==> config.mk <==
export PLATFORM = sky130hd
export DESIGN_NAME = note_player
export DESIGN_NICKNAME = d
export VERILOG_FILES = /design/src/rtl/note_player.sv
export SDC_FILE = /design/constraint.sdc
export NUM_CORES = 1
export LEC_CHECK = 0
export ABC_CLOCK_PERIOD_IN_PS = 8800
export BUFFER_PORTS_ARGS = -buffer_cell sky130_fd_sc_hd__buf_2
export CAP_MARGIN = 20
export CORE_UTILIZATION = 44
export CTS_CLUSTER_DIAMETER = 100
export DETAILED_ROUTE_END_ITERATION = 8
export PLACE_DENSITY = 0.64
export REMOVE_ABC_BUFFERS = 1
export SLEW_MARGIN = 20
export SYNTH_ARGS = -nofsm -noshare
export SYNTH_HDL_FRONTEND = slang
export SYNTH_SLANG_ARGS = --single-unit
==> constraint.sdc <==
create_clock -name clk -period 8.8 [get_ports clk]
set_input_delay 1.32 -clock clk [delete_from_list [all_inputs] [get_ports clk]]
set_output_delay 1.32 -clock clk [all_outputs]
set_load 0.02 [all_outputs]
==> src/rtl/note_player.sv <==
// note_player: latches a MIDI note number and plays it as a square wave on
// tone_out for NOTE_CYCLES clocks. Notes 60..76 are audible. Any other note
// raises a one-cycle note_err and is timed as a silent rest.
// Build macro NOTE_GAP_EN adds a GAP state of GAP_CYCLES silent clocks after
// each note. Without the macro the GAP state and its counter do not exist.
module note_player #(
  parameter int NOTE_CYCLES = 12500000,
  parameter int GAP_CYCLES  = 2500000
) (
  input  logic       clk,
  input  logic       resetn,
  input  logic       data_en,
  input  logic [7:0] data,
  output logic       ready,
  output logic       tone_out,
  output logic       playing,
  output logic       note_err
);

  // Reject out-of-range timing parameters when the design is elaborated.
  if (NOTE_CYCLES < 2 || NOTE_CYCLES > 67108863 ||
      GAP_CYCLES < 1 || GAP_CYCLES > 67108863) begin : g_bad_param
    $error("note_player: NOTE_CYCLES or GAP_CYCLES out of range");
  end

  localparam logic [25:0] NOTE_LAST = 26'(NOTE_CYCLES - 1);

`ifdef NOTE_GAP_EN
  localparam logic [25:0] GAP_LAST = 26'(GAP_CYCLES - 1);
  typedef enum logic [1:0] {S_IDLE, S_PLAY, S_GAP} state_t;
`else
  typedef enum logic [0:0] {S_IDLE, S_PLAY} state_t;
`endif

  state_t      r_state;
  state_t      w_state_next;
  logic [25:0] r_dur_cnt;
  logic [16:0] r_hp_cnt;
  logic [7:0]  r_note;
  logic        r_tone;
  logic        r_err;
  logic        w_accept;
  logic        w_supported;
  logic        w_dur_done;
  logic        w_hp_done;
  logic [16:0] w_hp_last;

  // Half period in clocks, round(25e6 / f(n)), for the supported range.
  function automatic logic [16:0] hp_lookup(input logic [7:0] n);
    case (n)
      8'd60:   hp_lookup = 17'd95556;
      8'd61:   hp_lookup = 17'd90193;
      8'd62:   hp_lookup = 17'd85131;
      8'd63:   hp_lookup = 17'd80353;
      8'd64:   hp_lookup = 17'd75843;
      8'd65:   hp_lookup = 17'd71586;
      8'd66:   hp_lookup = 17'd67569;
      8'd67:   hp_lookup = 17'd63776;
      8'd68:   hp_lookup = 17'd60197;
      8'd69:   hp_lookup = 17'd56818;
      8'd70:   hp_lookup = 17'd53629;
      8'd71:   hp_lookup = 17'd50619;
      8'd72:   hp_lookup = 17'd47778;
      8'd73:   hp_lookup = 17'd45097;
      8'd74:   hp_lookup = 17'd42566;
      8'd75:   hp_lookup = 17'd40177;
      8'd76:   hp_lookup = 17'd37922;
      default: hp_lookup = 17'd1;
    endcase
  endfunction

  assign w_accept    = data_en && (r_state == S_IDLE);
  assign w_supported = (r_note >= 8'd60) && (r_note <= 8'd76);
  assign w_dur_done  = (r_dur_cnt == NOTE_LAST);
  assign w_hp_last   = hp_lookup(r_note) - 17'd1;
  assign w_hp_done   = (r_hp_cnt == w_hp_last);

`ifdef NOTE_GAP_EN
  logic [25:0] r_gap_cnt;
  logic        w_gap_done;
  assign w_gap_done = (r_gap_cnt == GAP_LAST);

  // Gap counter: restarts as PLAY ends, counts while in GAP.
  always_ff @(posedge clk or negedge resetn) begin
    if (!resetn) begin
      r_gap_cnt <= '0;
    end else if (r_state == S_PLAY) begin
      r_gap_cnt <= '0;
    end else if (r_state == S_GAP) begin
      r_gap_cnt <= r_gap_cnt + 26'd1;
    end
  end
`endif

  // State register.
  always_ff @(posedge clk or negedge resetn) begin
    if (!resetn) r_state <= S_IDLE;
    else         r_state <= w_state_next;
  end

  // Next-state logic.
  always_comb begin
    w_state_next = r_state;
    case (r_state)
      S_IDLE: if (w_accept) w_state_next = S_PLAY;
`ifdef NOTE_GAP_EN
      S_PLAY: if (w_dur_done) w_state_next = S_GAP;
      S_GAP:  if (w_gap_done) w_state_next = S_IDLE;
`else
      S_PLAY: if (w_dur_done) w_state_next = S_IDLE;
`endif
      default: w_state_next = S_IDLE;
    endcase
  end

  // Output decode; tone and error come straight from their registers.
  always_comb begin
    ready    = (r_state == S_IDLE);
    playing  = (r_state == S_PLAY);
    tone_out = r_tone;
    note_err = r_err;
  end

  // Note latch and single-cycle error flag, both only on acceptance.
  always_ff @(posedge clk or negedge resetn) begin
    if (!resetn) begin
      r_note <= '0;
      r_err  <= 1'b0;
    end else begin
      r_err <= 1'b0;
      if (w_accept) begin
        r_note <= data;
        r_err  <= (data < 8'd60) || (data > 8'd76);
      end
    end
  end

  // Note duration counter, independent of the tone counter.
  always_ff @(posedge clk or negedge resetn) begin
    if (!resetn) begin
      r_dur_cnt <= '0;
    end else if (w_accept || (r_state == S_PLAY && w_dur_done)) begin
      r_dur_cnt <= '0;
    end else if (r_state == S_PLAY) begin
      r_dur_cnt <= r_dur_cnt + 26'd1;
    end
  end

  // Half-period counter and tone toggle; note expiry wins over a toggle.
  always_ff @(posedge clk or negedge resetn) begin
    if (!resetn) begin
      r_hp_cnt <= '0;
      r_tone   <= 1'b0;
    end else if (w_accept || r_state != S_PLAY || w_dur_done) begin
      r_hp_cnt <= '0;
      r_tone   <= 1'b0;
    end else if (w_supported) begin
      if (w_hp_done) begin
        r_hp_cnt <= '0;
        r_tone   <= ~r_tone;
      end else begin
        r_hp_cnt <= r_hp_cnt + 17'd1;
      end
    end
  end

endmodule

# ---- Word-level counts from Yosys, hierarchy flattened
# Index checks and enable logic that the tools add are counted.
# Widths: inputs -> output; s select.
dict set report totals {
  ff_bits 54
  latch_bits 0
  mem_bits_rw 0
  romBits 0
  input_bits 11
  output_inout_bits 4
  elab_cells 58
  n_memories 0
}
dict set report classes {
  add_sub_neg 3
  multipliers 0
  div_mod_pow 0
  n_lt_le_gt_ge 4
  n_eq_ne 19
  shifts 0
  n_mux 13
  bitwise_logic 2
  n_reduce_logical 11
}
# operator n
set op_table {}
lappend op_table {{$pmux 17 s17} 1}
lappend op_table {{$eq 8x7->1 const B} 13}
lappend op_table {{$mux 26} 2}
lappend op_table {{$mux 17} 3}
lappend op_table {{$eq 8x6->1 const B} 4}
lappend op_table {{$add 26x1->26 const B} 1}
lappend op_table {{$eq 26x24->1 const B} 1}
lappend op_table {{$add 17x1->17 const B} 1}
lappend op_table {{$eq 17x17->1} 1}
lappend op_table {{$sub 17x1->17 const B} 1}
lappend op_table {{$ge 8x6->1 const B} 1}
lappend op_table {{$gt 8x7->1 const B} 1}
lappend op_table {{$le 8x7->1 const B} 1}
lappend op_table {{$lt 8x6->1 const B} 1}
lappend op_table {{$mux 1} 6}
lappend op_table {{$reduce_bool 2->1} 3}
lappend op_table {{$logic_or 1x1->1} 4}
lappend op_table {{$logic_and 1x1->1} 3}
lappend op_table {{$not 1->1} 2}
lappend op_table {{$pmux 1 s2} 1}
lappend op_table {{$reduce_and 2->1} 1}

# ---- Longest topological paths before layout
# Gate-level depths: netlist of run 1.
dict set report logic_depth {
  ltp_word 7
  mapped_depth 16
  mapped_depth_nobuf 13
}

# ---- Worst setup path before layout of run 1
# Ideal clock, no wire load.
dict set report synth_path {
  path_kind {register to register}
  start {register r_note[5]}
  end {register r_hp_cnt[13]}
  setup_ns 0.143
  t_arrival_ns 3.206
  t_required_ns 8.657
  setup_slack_ns 5.451
  path_stages_with_launch 13
  path_buffers 2
  synth_period_minus_slack_ns 3.349
  path_cell_list {dfrtp_1 -> or4b_1 -> clkbuf_1 -> a211o_1 -> nand2_1 -> ha_1 -> clkbuf_1 -> o2111ai_1 -> or3_1 -> o21ai_0 -> o211ai_1 -> o31ai_1 -> nor2_1}
}
dict set report synth_via {
  elab_chain_cells 7
  elab_cells_between_ends 27
  classes_between {1 x add/sub; 2 x order compare; 18 x eq/ne; 4 x mux; 2 x reduce/logical}
}
# element line
set synth_lines {}
lappend synth_lines {{start, declared} 39} ;# logic [7:0] r_note;
lappend synth_lines {{start signal, assigned} 132} ;# r_note <= data;
lappend synth_lines {{$eq 8x7->1 / $eq 8x6->1 (equally long branches)} 50} ;# case (n)
lappend synth_lines {{$pmux 17 s17} 50}
lappend synth_lines {{$sub 17x1->17} 75} ;# assign w_hp_last = hp_lookup(r_note) - 17'd1;
lappend synth_lines {{$eq 17x17->1} 76} ;# assign w_hp_done = (r_hp_cnt == w_hp_last);
lappend synth_lines {{$mux 17} 158} ;# if (w_hp_done) begin
lappend synth_lines {{$mux 17} 157} ;# end else if (w_supported) begin
lappend synth_lines {{$mux 17} 154} ;# end else if (w_accept || r_state != S_PLAY || w_dur_done) begin
lappend synth_lines {{end signal, assigned} 162} ;# r_hp_cnt <= r_hp_cnt + 17'd1;
lappend synth_lines {{end, declared} 38} ;# logic [16:0] r_hp_cnt;
# Several ways; a longest one is shown, not always the timed one. The select of a mux whose other input is x is not followed.
# A chain may end at the register's enable or synchronous reset.

# ---- Final worst setup path of run 1
dict set report layout_path {
  start {register r_note[1]}
  end {register r_hp_cnt[7]}
}
# Same word-level chain as after synthesis.

==> impl_metrics.ini, run 1 <==
[setup_path]
worst_setup_path_start_kind = register
arrival_ns = 4.17
crit_fanout = 30
crit_required_ns = 8.99
end_kind = register
crit_type = register to register

[synthesis]
async_flop_share = 1.000
ys_seq_elements = 54
synth_cell_types = 68
syn_inst = 463
yosys.area_share.simple = 0.2978
synth_fa_ha_area_frac = 0.009649
synth_ff_type = dfrtp_1
synth_compound_area_frac = 0.2142
seq_area_frac_synth = 0.3474
synth.avg_cell_area_um2 = 8.402
synthMuxAreaShare = 0.01962
yosys_warnings = 0
syn_area_mm2 = 0.003890
synth_edf_count = 0
synth_top_family_by_area = simple AND/OR/NAND/NOR gates
synth-xor-area-share = 0.07205

[sta]
period_needed_ns = 3.977
timing.fmax_mhz = 251.5
finalCritPeriodShare = 0.4519
maxSlewViolCount = 0
max_slew_margin = 0.3859
skew_ns = 0.01714
rsz0062_at_grt = no
hold_viol = 0
worstMarginPinSlew_ns = 0.9211
setup_viol = 0
tns_ns = 0

[detailed_routing]
wl_per_cell_um = 16.73
route.met3.wl_um = 348
wl_met1_um = 4422
drtIter0Drc = 270
drtAntennaViolNets = 0
vias = 3599
dr.pass1.iters = 4
highest_layer = met4
routed_via_density = 6.370
drc_errors = 0
wl_met2_um = 4438
wirelength_um = 9455

[floorplanning]
start_util = 0.4641
top_level_ports = 15
die_w_um = 96.03
die_h_um = 96.03
fp-row-count = 33
dieArea_mm2 = 0.009221
coreArea_mm2 = 0.008382

[finish]
n_antenna_cell = 0
fill_cells = 806
post-route-util = 0.4914
drive_gt1_frac = 0.09130
layout_common_cells = dfrtp_1 (54), nor2_1 (44), nand2_1 (29), o21ai_0 (24), a21oi_1 (20)
areaGrowthSynthToFinish_pct = 5.886
layout_commonest_cell = dfrtp_1
fin_nets = 473
stdcell_area_mm2 = 0.004119

[clock_network]
ctsHtreeMaxLevel = 2
cts.path.max_buffers = 2
cts_made_buffers = 5
cts_tree = built
cts_root_buffer = clkbuf_8
post_cts_buffers = 0
insertion_delay_ns = 0.32
cts.reportedPaths.clkPinSlew_ns = 0.11
cts_hold_buf = 0
ctsResizeCount = 0
cts.sinks = 54

[power]
ir_worst_vdd_mv = 0.05551
power_density_mw_per_mm2 = 130.8
power.leakage_nw = 1.660

[run_status]
outcome = complete, no violations

[grt]
grt.total_usage = 0.2234
grt_max_degree = 55
antenna_found_initial = 0
grt_pass1_vias = 3281
grt_pass1_wl_um = 15940
overflow = 0

[placed_design]
gp_routability_congestion = 0.9233
placed_cell_area_mm2 = 0.004021
io_buffers = 14
post-dp-hpwl_um = 6830

[run]
cap_viol_max_count = 0

[hold_path]
hold_path.class = register to register
-- path summary, 6_finish.rpt --
kind	from	endpoint	slack (ns)	depth (start not counted)
setup / recovery	r_note[1]	r_hp_cnt[7]	4.82	11
hold / removal	r_dur_cnt[2]	r_dur_cnt[2]	0.55	1
setup reg to reg	r_note[1]	r_hp_cnt[7]	4.82	11
hold reg to reg	r_dur_cnt[2]	r_dur_cnt[2]	0.55	1
max in group asynchronous	resetn	r_hp_cnt[8]	7.20	2
min in group asynchronous	resetn	r_note[1]	1.11	2
-- where the power goes --
part	leakage (nW)	switching, mW	internal, mW
Clock	0.0502	0.0902	0.0592
Combinational	0.906	0.0598	0.0462
Sequential	0.704	0.0241	0.259
Total	1.66	0.174	0.365
-- kinds of logic after synthesis --
logic type	Yosys count
AND/OR/NAND/NOR	208
AO/OA/AOI/OAI	119
flip-flops	54
buffers and inverters	40
XOR/XNOR	32
multiplexers	7
adder cells (fa/ha/maj)	3
-- cell usage after synthesis, drive strengths merged, types with 4 or more instances --
| cell | number | area, um^2 |
|---|---|---|
| dfrtp | 54 | 1351 |
| nor2 | 44 | 165.2 |
| nand2 | 29 | 108.9 |
| clkbuf | 25 | 93.84 |
| o21ai | 25 | 125.1 |
| a21oi | 20 | 100.1 |
| xor2 | 19 | 166.4 |
| and3 | 18 | 112.6 |
| nand3 | 18 | 90.09 |
| nor4 | 14 | 87.58 |
| xnor2 | 13 | 113.9 |
| nand4 | 12 | 75.07 |
| nor3 | 12 | 65.06 |
| or3 | 12 | 75.07 |
| inv | 10 | 37.54 |
| nand2b | 9 | 56.30 |
| nor2b | 8 | 50.05 |
| a2111oi | 7 | 61.31 |
| o211ai | 6 | 45.04 |
| o21a | 6 | 45.04 |
| o22ai | 6 | 37.54 |
| a211oi | 5 | 42.54 |
| a22o | 5 | 43.79 |
| buf | 5 | 21.27 |
| mux2 | 5 | 56.30 |
| o32ai | 5 | 43.79 |
| a31oi | 4 | 25.02 |
| and2 | 4 | 25.02 |
-- sequential cells by signal, summed over array words and instances (netlist names) --
| register | flops |
|---|---|
| r_dur_cnt | 26 |
| r_hp_cnt | 17 |
| r_note | 8 |
| note_err | 1 |
| playing | 1 |
| tone_out | 1 |
-- per-stage QoR --
step | setup WS (ns) | total power [mW] | cells | hold WS (ns)
final | 4.823 | 0.5386 | 565 | 0.5497
after global routing | 4.406 | 0.5668 | 565 | 0.5776
after CTS | 4.845 | 0.5428 | 565 | 0.5535
after detailed placement | 4.860 | 0.3924 | 557 | 0.5348
after global placement | 4.960 | 0.3912 | 557 | 0.5130
after floorplan | 5.317 | 0.3568 | 433 | 0.4780
-- cell type report --
type / count / area (um^2) / share of cell area
Sequential cell: 54 / 1351 / 0.3281
Multi-Input combinational cell: 369 / 2394 / 0.5811
Clock inverter: 3 / 28.78 / 0.006987
Clock buffer: 5 / 68.82 / 0.01671
Inverter: 10 / 37.54 / 0.009113
Timing Repair Buffer: 19 / 107.6 / 0.02612
Tap cell: 105 / 131.4 / 0.03190
-- critical path: stages, from the launching register on --
cell and delay, ns:
dfrtp_1 0.91, inv_1 0.33, a21oi_1 0.19, o21ai_0 0.09, a22oi_1 0.22, ha_1 0.34, o2111ai_1 0.28, or3_1 0.43
o21ai_0 0.17, o211ai_1 0.16, o31ai_1 0.60, nor2_1 0.11
-- metal layers --
metal | GRT usage | vias to the layer above
met2 | 0.3735 | 90
met5 | 0 | -
met4 | 0.07960 | 0
met1 | 0.2940 | 1751
met3 | 0.03081 | 20
li1 | - | 1738
Note: power is estimated with default switching activity, not from simulation.
==> run 2: changes to the inputs <==
ABC_AREA = 1   (was default)
ABC_CLOCK_PERIOD_IN_PS = 3730   (was 8800)
clock period = 3.73 ns   (was 8.8 ns; I/O delays follow)
==> impl_metrics.ini, run 2 <==
[grt]
grt.total_usage = 0.2241
grt_max_degree = 55
overflow = 0
grt_pass1_wl_um = 15980
antenna_found_initial = 0
grt_pass1_vias = 3515

[finish]
n_antenna_cell = 0
area.sequential_mm2 = 0.001351
fin_nets = 592
post-route-util = 0.4934
fill_cells = 870
top_register = r_dur_cnt
drive_gt1_frac = 0.1244
layout_common_cells = nand2_1 (140), nor2_1 (78), inv_1 (66), dfrtp_1 (54), nand3_1 (39)
final_cells = 684
layout_commonest_cell = nand2_1
areaGrowthSynthToFinish_pct = 7.203
stdcell_area_mm2 = 0.004115
multiInputGateArea_mm2 = 0.002148
top_regs = r_dur_cnt: 26 flops, r_hp_cnt: 17 flops, r_note: 8 flops
largest_reg_flops = 26

[synthesis]
synth_edf_count = 0
syn_inst = 563
synth_common_cells = nand2_1 (140), nor2_1 (78), inv_1 (66), dfrtp_1 (54), nand3_1 (39)
synth_ff_type = dfrtp_1
synth.most_common_cell = nand2_1
synth_cell_types = 39
syn_area_mm2 = 0.003839
seq_area_frac_synth = 0.3520
synth.avg_cell_area_um2 = 6.818
async_flop_share = 1.000
synth_top_area_share = 0.3520
yosys_warnings = 0
yosysTopAreaCell = dfrtp_1
yosys-top-cells-area = dfrtp_1 (35%), nand2_1 (14%), nor2_1 (7.6%)
ys_seq_elements = 54

[run_status]
outcome = complete, no violations

[power]
ir_worst_vdd_mv = 0.1559
p_switching_uw = 233.8
p_seq_frac = 0.568
power.leakage_nw = 2.151
p_clk_frac = 0.411
swShare = 0.2271
power_frac_comb = 0.021
power_density_mw_per_mm2 = 250.2
p_int_uw = 795.8

[sta]
skew_ns = 0.01673
max_slew_margin = 0.5477
timing.fmax_mhz = 299.0
worstMarginPinSlew_ns = 0.6785
whs_ns = 0.3466
hold_viol = 0
setup_viol = 0
tns_ns = 0
rsz0062_at_grt = no
period_needed_ns = 3.344
finalCritPeriodShare = 0.8965
maxSlewViolCount = 0

[setup_path]
crit_required_ns = 3.94
arrival_ns = 3.55
crit_fanout = 16
worst_setup_path_start_kind = register
crit_type = register to register
end_kind = register

[placed_design]
io_buffers = 14
placed_cell_area_mm2 = 0.003998
gp_routability_congestion = 0.9374
post-dp-hpwl_um = 7188
dp_cells = 676

[clock_network]
cts_made_buffers = 5
cts_tree = built
cts_root_buffer = clkbuf_8
ctsResizeCount = 0
insertion_delay_ns = 0.32
ctsHtreeMaxLevel = 2
cts.sinks = 54
cts.reportedPaths.clkPinSlew_ns = 0.12
cts.path.max_buffers = 2
cts_hold_buf = 0
post_cts_buffers = 0

[detailed_routing]
drc_errors = 0
vias = 3635
wl_per_cell_um = 13.57
dr.pass1.iters = 5
routed_via_density = 5.314
drtAntennaViolNets = 0
wirelength_um = 9279
drtIter0Drc = 170

[floorplanning]
coreArea_mm2 = 0.008341
fp-row-count = 33
die_w_um = 95.41
start_util = 0.4602
dieArea_mm2 = 0.009102
die_h_um = 95.41
top_level_ports = 15

[run]
cap_viol_max_count = 0

[hold_path]
hold_path.class = input pin to asynchronous set/reset pin
run 2: logic make-up (layout without fill, tap and decap cells):
| kind of cell | Yosys count | after routing | synth area share |
|---|---|---|---|
| buf+inv | 82 | 98 | 0.08833 |
| xor+xnor | 17 | 17 | 0.04075 |
| simple gates | 338 | 338 | 0.4009 |
| flops | 54 | 54 | 0.3520 |
| compound gates | 69 | 69 | 0.1082 |
| fa+ha+maj | 3 | 3 | 0.009779 |
run 2: layout make-up:
type	instances	share of cell area
clock buffer	5	0.01672
clock inverter	3	0.01186
inverter	73	0.06659
multi-input combinational	427	0.5220
sequential	54	0.3284
tap	105	0.03192
timing repair buffer	17	0.02250
run 2: power by group through the flow:
stage	Clock [mW]	Sequential (mW)	Combinational (mW)
final	0.423	0.585	0.0215
after global placement	0	0.596	0.0224
after CTS	0.430	0.585	0.0227
after floorplan	0	0.597	0.00327
after detailed placement	0	0.597	0.0225
after global routing	0.452	0.585	0.0257
run 2: per-layer routing:
layer  GRT usage  up-vias  routed length (um)  share of wire
met1      0.2934     1714                4433           0.48
li1            -     1857                   -              -
met3     0.02472       13                 223          0.024
met2      0.3851       51                4450           0.48
met5           0        -                   0              0
met4     0.07338        0                 172          0.019
run 2: critical path, stage by stage, from the launching register on:
cell and delay, ns:
dfrtp_1 0.41, inv_2 0.08, nand2_1 0.06, nor2_2 0.41, nand2_1 0.26, nand3_1 0.16
nor2_1 0.06, nand3_1 0.09, inv_1 0.05, ha_1 0.22, nand2_1 0.30, nand3_1 0.12
nand2_1 0.08, nand2_1 0.06, nor2_1 0.11, nand2_1 0.07, nor2_1 0.11, nand3_2 0.14
nand2_4 0.23, nand2_1 0.08, nand2_1 0.08, nand2_1 0.04
run 2: worst paths after layout:
kind | slack, ns | start | to | depth (start not counted)
max in group asynchronous | 2.92 | resetn | r_hp_cnt[13] | 2
hold / removal | 0.35 | resetn | r_dur_cnt[8] | 2
setup / recovery | 0.39 | r_note[7] | tone_out | 21
setup reg to reg | 0.39 | r_note[7] | tone_out | 21
min in group clk | 0.51 | r_dur_cnt[11] | r_dur_cnt[11] | 1
hold reg to reg | 0.51 | r_dur_cnt[11] | r_dur_cnt[11] | 1
run 2: through the flow:
stage / total power [mW] / setup slack [ns]
6_report: 1.030 / 0.3860
5_1_grt: 1.063 / 0.02106
4_1_cts: 1.038 / 0.3975
3_5_place_dp: 0.6190 / 0.4150
3_3_place_gp: 0.6189 / 0.5308
2_1_floorplan: 0.5999 / 0.9076
